**config.mk**
```make
export PLATFORM = sky130hd
export DESIGN_NAME = seven_seg_scanner
export DESIGN_NICKNAME = d
export VERILOG_FILES = /design/src/rtl/seven_seg_scanner.sv
export SDC_FILE = /design/constraint.sdc
export NUM_CORES = 1
export LEC_CHECK = 0
export CORE_MARGIN = 2
export CORE_UTILIZATION = 50
export DETAILED_ROUTE_END_ITERATION = 7
export GPL_ROUTABILITY_DRIVEN = 0
export PLACE_DENSITY = 0.78
export SYNTH_ARGS = -nofsm -noshare
export SYNTH_HDL_FRONTEND = slang
export SYNTH_SLANG_ARGS = --single-unit
```
**constraint.sdc**
```tcl
create_clock -name clk -period 5.3 [get_ports clk]
set_input_delay 0.53 -clock clk [delete_from_list [all_inputs] [get_ports clk]]
set_output_delay 0.53 -clock clk [all_outputs]
set_load 0.05 [all_outputs]
```
**src/rtl/seven_seg_scanner.sv**
```systemverilog
// seven_seg_scanner: multiplexed common-anode hex display driver with frame-aligned shadow loads.
// Define SEVEN_SEG_SCANNER_LZB_EN to enable leading-zero blanking.
module seven_seg_scanner #(
  parameter int DIGITS = 4,
  parameter int DIGIT_PERIOD = 50_000,
  parameter int BLANK_CYCLES = 1_000
) (
  input  logic                clk,
  input  logic                sync_nreset,
  input  logic                enable,
  input  logic [4*DIGITS-1:0] digits_in,
  input  logic [DIGITS-1:0]   dp_in,
  input  logic                load_req,
  output logic                load_ack,
  output logic                frame_start,
  output logic [6:0]          seg_n,
  output logic                dp_n,
  output logic [DIGITS-1:0]   an_n
);
  localparam int CW = DIGIT_PERIOD > 1 ? $clog2(DIGIT_PERIOD) : 1;
  localparam int IW = DIGITS > 1 ? $clog2(DIGITS) : 1;
  localparam logic [111:0] SEG_LUT = {7'h0E, 7'h06, 7'h21, 7'h46, 7'h03, 7'h08, 7'h10, 7'h00,
                                      7'h78, 7'h02, 7'h12, 7'h19, 7'h30, 7'h24, 7'h79, 7'h40};
  typedef enum logic [1:0] {IDLE, BLANK, SHOW} state_t;
  state_t state_q, state_d;
  logic [CW-1:0] cnt_q, cnt_d;
  logic [IW-1:0] idx_q, idx_d;
  logic [4*DIGITS-1:0] shadow_q, shadow_d;
  logic [DIGITS-1:0] shadow_dp_q, shadow_dp_d, an_n_q, an_n_d;
  logic [6:0] seg_n_q, seg_n_d;
  logic dp_n_q, dp_n_d, load_ack_q, load_ack_d, frame_start_q, frame_start_d;
  logic slot_end, frame_edge, blank_digit;
  logic [3:0] nib;
`ifdef SEVEN_SEG_SCANNER_LZB_EN
  logic lz;
`endif

  // Outputs are computed from next-state values so the registered pins line up with the state.
  always_comb begin
    slot_end = cnt_q == CW'(DIGIT_PERIOD - 1);
    frame_edge = enable && (state_q == IDLE || (slot_end && idx_q == IW'(DIGITS - 1)));
    load_ack_d = !load_ack_q && load_req && (frame_edge || state_q == IDLE);
    cnt_d = (!enable || state_q == IDLE || slot_end) ? '0 : cnt_q + 1'b1;
    idx_d = (!enable || state_q == IDLE) ? '0 :
            slot_end ? (idx_q == IW'(DIGITS - 1) ? '0 : idx_q + 1'b1) : idx_q;
    state_d = !enable ? IDLE : (cnt_d >= CW'(BLANK_CYCLES) ? SHOW : BLANK);
    shadow_d = load_ack_d ? digits_in : shadow_q;
    shadow_dp_d = load_ack_d ? dp_in : shadow_dp_q;
    nib = shadow_d[4*idx_d +: 4];
    blank_digit = 1'b0;
`ifdef SEVEN_SEG_SCANNER_LZB_EN
    lz = 1'b1;
    for (int i = DIGITS - 1; i > 0; i--) begin
      lz = lz && shadow_d[4*i +: 4] == 4'h0;
      if (lz && idx_d == IW'(i)) blank_digit = 1'b1;
    end
`endif
    an_n_d = state_d == SHOW ? ~(DIGITS'(1) << idx_d) : '1;
    seg_n_d = (state_d != SHOW || blank_digit) ? 7'h7F : SEG_LUT[7*nib +: 7];
    dp_n_d = !(state_d == SHOW && shadow_dp_d[idx_d]);
    frame_start_d = frame_edge;
  end

  always_ff @(posedge clk) begin
    if (!sync_nreset) begin
      state_q <= IDLE;
      cnt_q <= '0;
      idx_q <= '0;
      shadow_q <= '0;
      shadow_dp_q <= '0;
      an_n_q <= '1;
      seg_n_q <= 7'h7F;
      dp_n_q <= 1'b1;
      load_ack_q <= 1'b0;
      frame_start_q <= 1'b0;
    end else begin
      state_q <= state_d;
      cnt_q <= cnt_d;
      idx_q <= idx_d;
      shadow_q <= shadow_d;
      shadow_dp_q <= shadow_dp_d;
      an_n_q <= an_n_d;
      seg_n_q <= seg_n_d;
      dp_n_q <= dp_n_d;
      load_ack_q <= load_ack_d;
      frame_start_q <= frame_start_d;
    end
  end

  assign an_n = an_n_q;
  assign seg_n = seg_n_q;
  assign dp_n = dp_n_q;
  assign load_ack = load_ack_q;
  assign frame_start = frame_start_q;
endmodule
```
* Word level (Yosys, flattened, before mapping) *
Cells that the tools add are included.

storage, ports and cells
  memory bits (read-only) = 0
  memories kept = 0
  bits in latches = 0
  register bits after elaboration = 54
  output and inout port bits = 14
  word-level logic and storage cells = 49
  bits in writable memories = 0

cells by class
  magnitude comparators = 2
  divide/modulo/power cells = 0
  multiply operators = 1
  bitwise logic cells = 2
  equality and inequality tests = 4
  mux-type cells = 10
  reduce and logical (&&, ||, !) cells = 15
  shift-type cells = 3
  add/subtract/negate cells = 2

operators with widths
  operator                    number
  $shiftx A112 B8 Y7 const A  1
  $mux W16                    2
  $add A16 B1 Y16 const B     1
  $eq A16 B16 Y1 const B      1
  $ge A16 B10 Y1 const B      1
  $shiftx A16 B5 Y4           1
  $mux W2                     5
  $mul A3 B4 Y7 const A       1
  $logic_and A1 B1 Y1         5
  $eq A2 B2 Y1 const B        2
  $logic_or A1 B1 Y1          4
  $mux W4                     1
  $not A4 Y4                  1
  $shl A1 B2 Y4 const A       1
  $logic_not A1 Y1            3
  $lt A2 B3 Y1 const B        1
  $add A2 B1 Y2 const B       1
  $bmux W1 S2                 1
  $logic_not A2 Y1            1
  $ne A2 B2 Y1 const B        1
  $reduce_and A2 Y1           1
  $reduce_or A2 Y1            1
  $mux W1                     1
  $not A1 Y1                  1

* Depth between registers and ports, before layout *
  word-level depth = 11
  depth in mapped cells = 14
  gate-level depth less buffers = 12

* Worst setup path after synthesis *
No wires, ideal clock.

  kind = register to register
  start = reg cnt_q[0]
  end = reg seg_n_q[0] (netlist: seg_n[0])
  setup slack = 2.368 ns
  clock period less this slack = 2.932 ns
  buffers on the path = 2
  arrival time = 2.811 ns
  cell stages (with the launch flop) = 14
  data required time = 5.179 ns
  library setup time = 0.121 ns
  cell sequence = dfxtp_1 -> ha_1 -> and3_1 -> and4_4 -> a21o_1 -> buf_6 -> buf_8 -> mux2i_1 -> nor2_1 -> a211o_1 -> ha_1 -> or3_1 -> o21ai_0 -> o21ai_1

on the way
  longest elaborated chain between the ends = 10
  elaborated cells between the ends (all ways) = 20
  classes of those cells = add/sub (1); mul (1); order compare (1); eq/ne (2); shift (2); mux (6); reduce/logical (7)

RTL lines
  item                    line  text
  start, declared         26    logic [CW-1:0] cnt_q, cnt_d;
  start signal, assigned  78    cnt_q <= cnt_d;
  $eq A16 B16 Y1          40    slot_end = cnt_q == CW'(DIGIT_PERIOD - 1);
  $logic_and A1 B1 Y1     41    frame_edge = enable && (state_q == IDLE || (slot_end && idx_q == IW'(DIGITS - 1)));
  $logic_or A1 B1 Y1      41
  $logic_and A1 B1 Y1     41
  $logic_or A1 B1 Y1      42    load_ack_d = !load_ack_q && load_req && (frame_edge || state_q == IDLE);
  $logic_and A1 B1 Y1     42
  $mux W16                47    shadow_d = load_ack_d ? digits_in : shadow_q;
  $shiftx A16 B5 Y4       49    nib = shadow_d[4*idx_d +: 4];
  $mul A3 B4 Y7           59    seg_n_d = (state_d != SHOW || blank_digit) ? 7'h7F : SEG_LUT[7*nib +: 7];
  $shiftx A112 B8 Y7      59
  end signal, assigned    83    seg_n_q <= seg_n_d;
  end, declared           30    logic [6:0] seg_n_q, seg_n_d;

Parallel ways exist; a longest one is shown, timed or not.
A chain may end at the register's enable or synchronous reset.

* Worst setup path in the final report *
Same ends and word-level chain as after synthesis.

==> key figures <==
Outcome
  – Status: finished clean

Clocking
  – CTS tree: yes
  – Root buffer cell: clkbuf_8
  – # Post-CTS Setup Buffers: 0
  – CTS resizes: 0
  – Clock slew at reported path FFs: 0.09 ns
  – Clock latency on the worst-skew pair: 0.31 ns
  – Clock buffer depth: 2
  – H-tree depth: 2
  – Hold-fix buffers, CTS: 0
  – CTS sink count: 54
  – TritonCTS Buffers: 5

Critical path
  – CP max stage cell: a21o_1
  – Crit path required time: 5.46 ns
  – Most used cell, CP: ha_1
  – CP Buf/Inv Count: 0
  – Crit path DAT: 4.00 ns
  – R2R Setup Slk: 1.46 ns
  – Reg2reg path depth: 11
  – Worst setup EP type: flip-flop
  – WS Path Type: reg2reg
  – FF-to-FF End: seg_n[0]$_SDFF_PP1_
  – Origin of the critical flop-to-flop path: cnt_q[0]$_SDFF_PN0_
  – Crit path cell chain: ha_1, and3_1, and4_4, a21o_1, mux2i_1, o22ai_1, a211o_1, ha_1, or3_1, o21ai_0, o21ai_1
  – CP Max Fanout: 18
  – Crit start category: flip-flop
  – CP delay by family, top: compound AO/OA/AOI/OAI gates
  – Max incr delay on CP: 0.74 ns

Detailed routing
  – WL/cell: 13.63 um
  – DRT Wirelength: 5452 um
  – Number of DRC markers in iteration 0: 80
  – Routed vias/inst: 5.553
  – Initial DRT Pass Iterations: 4
  – Routed via count: 2221
  – Detail Route Antenna Nets: 0
  – DRC: 0

Die
  – Initial core utilization: 50.90%
  – Row count: 27
  – DIE WIDTH: 78.18 um
  – Die ar.: 6112 um2
  – Die Span Y: 78.18 um
  – CORE AREA: 5405 um2
  – IO Pins: 38

Logic synthesis
  – Synth warnings: 0
  – Share of the synthesized area in the top cell type: 39.29%
  – Synthesis-stage register bit count: 54
  – Cell taking the most area after synthesis: dfxtp_1
  – Synth area leaders: dfxtp_1 (39%), mux2i_1 (5.8%), nand2_1 (4.0%), nor2_1 (3.7%), ha_1 (3.6%)
  – Post-synth top flop: dfxtp_1
  – Netlist cell types: 59
  – Async S/R FF share, synth: 0%
  – Cells after Synth: 298
  – Most frequent cells after synthesis: dfxtp_1 (54), nand2_1 (29), nor2_1 (27), mux2i_1 (16), nor2b_1 (13)
  – Post-synthesis sequential area ratio: 39.29%
  – Number of synthesized flops with an enable pin: 0
  – Mean Syn Cell Area: 9.233 um2
  – Most frequent cell after synthesis: dfxtp_1
  – Syn Std Cell Area: 2751 um2
  – Mapped Nets: 330

Final layout
  – Share of layout cells above drive strength 1: 7.622%
  – ANT cells: 0
  – Filler cells: 490
  – Final Util: 59.49%
  – Area Growth Syn to Fin: 16.87%
  – Nets@finish: 359

STA
  – Setup TNS: 0 ns
  – RSZ-0062 raised after global routing: no
  – Final Cycle Share: 72.43%
  – Worst setup margin: 1.461 ns
  – Slew Limit Fails: 0
  – Max Freq: 260.5 MHz
  – Minimum clock period: 3.839 ns
  – Least-Margin Pin Slew: 0.8949 ns
  – Setup Viol. Count Final: 0
  – Worst Clk Skew: 0.01042 ns
  – Slew headroom: 40.34%
  – Hold Vio Cnt, Final: 0

Hold path
  – Hold Path Class: reg2reg
  – Hold path depth: 1
  – Hold EP: cnt_q[0]$_SDFF_PN0_
  – Hold Startpoint: cnt_q[0]$_SDFF_PN0_

Place
  – Dpl ws: 1.226 ns
  – DPL Wire Length: 3893 um
  – Port bufs: 37

Global routing
  – Initial antenna violation count: 0
  – Vias in the first global route: 2075
  – Largest net degree at the start of global routing: 25
  – GRT Total Usage: 19.03%
  – First-pass GRT wire length: 9390 um
  – GRT Residual Overflow: 0

Power and ir drop
  – VDD IR max: 0.1409 mV
  – Power per Cell Area: 233.3 nW/um2
  – Total Power Consumption: 750.3 uW
  – Pleak: 1.147 nW

Job
  – Max cap viols: 0
## cell families after synthesis
family | after synthesis | synth area share, %
and+or+nand+nor | 122 | 24.24
DFF | 54 | 39.29
AOI/OAI and AO/OA | 53 | 13.82
muxes | 25 | 9.913
buffers and inverters | 20 | 4.001
xor gates and xnor gates | 16 | 5.093
adders and majority gates | 8 | 3.638
## registers in the layout, summed over array words and instances, names as in the netlist
signal       cells
an_n             4
cnt_q           16
dp_n             1
frame_start      1
idx_q            2
load_ack         1
seg_n            7
shadow_dp_q      4
shadow_q        16
state_q          2
## worst register-to-register path, delay by kind of cell, from the launching register on
kind / cells / cell delay [ns]
AND/OR/NAND/NOR: 3 / 0.99
multiplexers: 1 / 0.34
flip-flops: 1 / 0.40
AO/OA/AOI/OAI: 5 / 1.37
adder cells (fa/ha/maj): 2 / 0.58
## where the power goes
part | switching (mW) | leakage, nW | internal, mW
Clock | 0.131 | 0.0472 | 0.105
Sequential | 0.00361 | 0.439 | 0.416
Combinational | 0.0466 | 0.661 | 0.0481
## final cells by class
cell class              instances  area (um2)  area share, %
repair buffers                 37       370.4          11.52
multi-input cells             224        1560          48.52
well taps                      72       90.09          2.802
clock buffers                   6       82.58          2.568
clock inverters                 2       12.51         0.3891
inverters                       5       18.77         0.5837
flip-flops and latches         54        1081          33.62
## placed cells by master (no fill, tap or decap), drive strengths merged, types with 2 or more instances in the layout
cell type,instances
nand2b,2
nor3b,3
ha,8
nand2,29
a22oi,2
and3,6
nor2b,13
and4,3
clkdlybuf4s50,37
mux2i,16
nand4,5
a31oi,3
xnor2,9
o21ai,11
nor3,4
mux2,9
dfxtp,54
o22a,2
inv,5
clkbuf,6
or3,2
a21oi,11
o211ai,2
o31ai,2
and2,7
nor4b,4
nand3,9
nor2,28
o221ai,3
o311ai,3
and4bb,3
o21a,4
o22ai,2
xor2,7
## metal layers
| metal | track usage, % | wire length [um] | up-vias |
|---|---|---|---|
| met5 | 0 | 0 | - |
| met1 | 22.40 | 2401 | 1043 |
| met2 | 33.88 | 2698 | 47 |
| li1 | - | - | 1122 |
| met4 | 7.193 | 114 | 0 |
| met3 | 4.023 | 237 | 9 |
## metrics by stage
stage	hold slack, ns	area [um2]	std cells
final	0.4899	3216	400
after global routing	0.5342	3216	400
after CTS	0.4969	3216	400
after detailed placement	0.4762	3120	392
after global placement	0.4651	3120	392
after floorplan	0.4455	2751	298
## worst max-delay path by stage
stage / cells after the start / start / slack [ns] / endpoint
6_report: 11 / cnt_q[0]$_SDFF_PN0_ / 1.46 / seg_n[0]$_SDFF_PP1_
5_1_grt: 11 / cnt_q[0]$_SDFF_PN0_ / 1.13 / seg_n[0]$_SDFF_PP1_
4_1_cts: 11 / cnt_q[0]$_SDFF_PN0_ / 1.44 / seg_n[0]$_SDFF_PP1_
3_5_place_dp: 9 / load_req / 1.23 / seg_n[0]$_SDFF_PP1_
3_3_place_gp: 9 / load_req / 1.32 / seg_n[0]$_SDFF_PP1_
2_1_floorplan: 13 / cnt_q[0]$_SDFF_PN0_ / 2.37 / seg_n[0]$_SDFF_PP1_
Note: power is estimated with default switching activity, not from simulation.
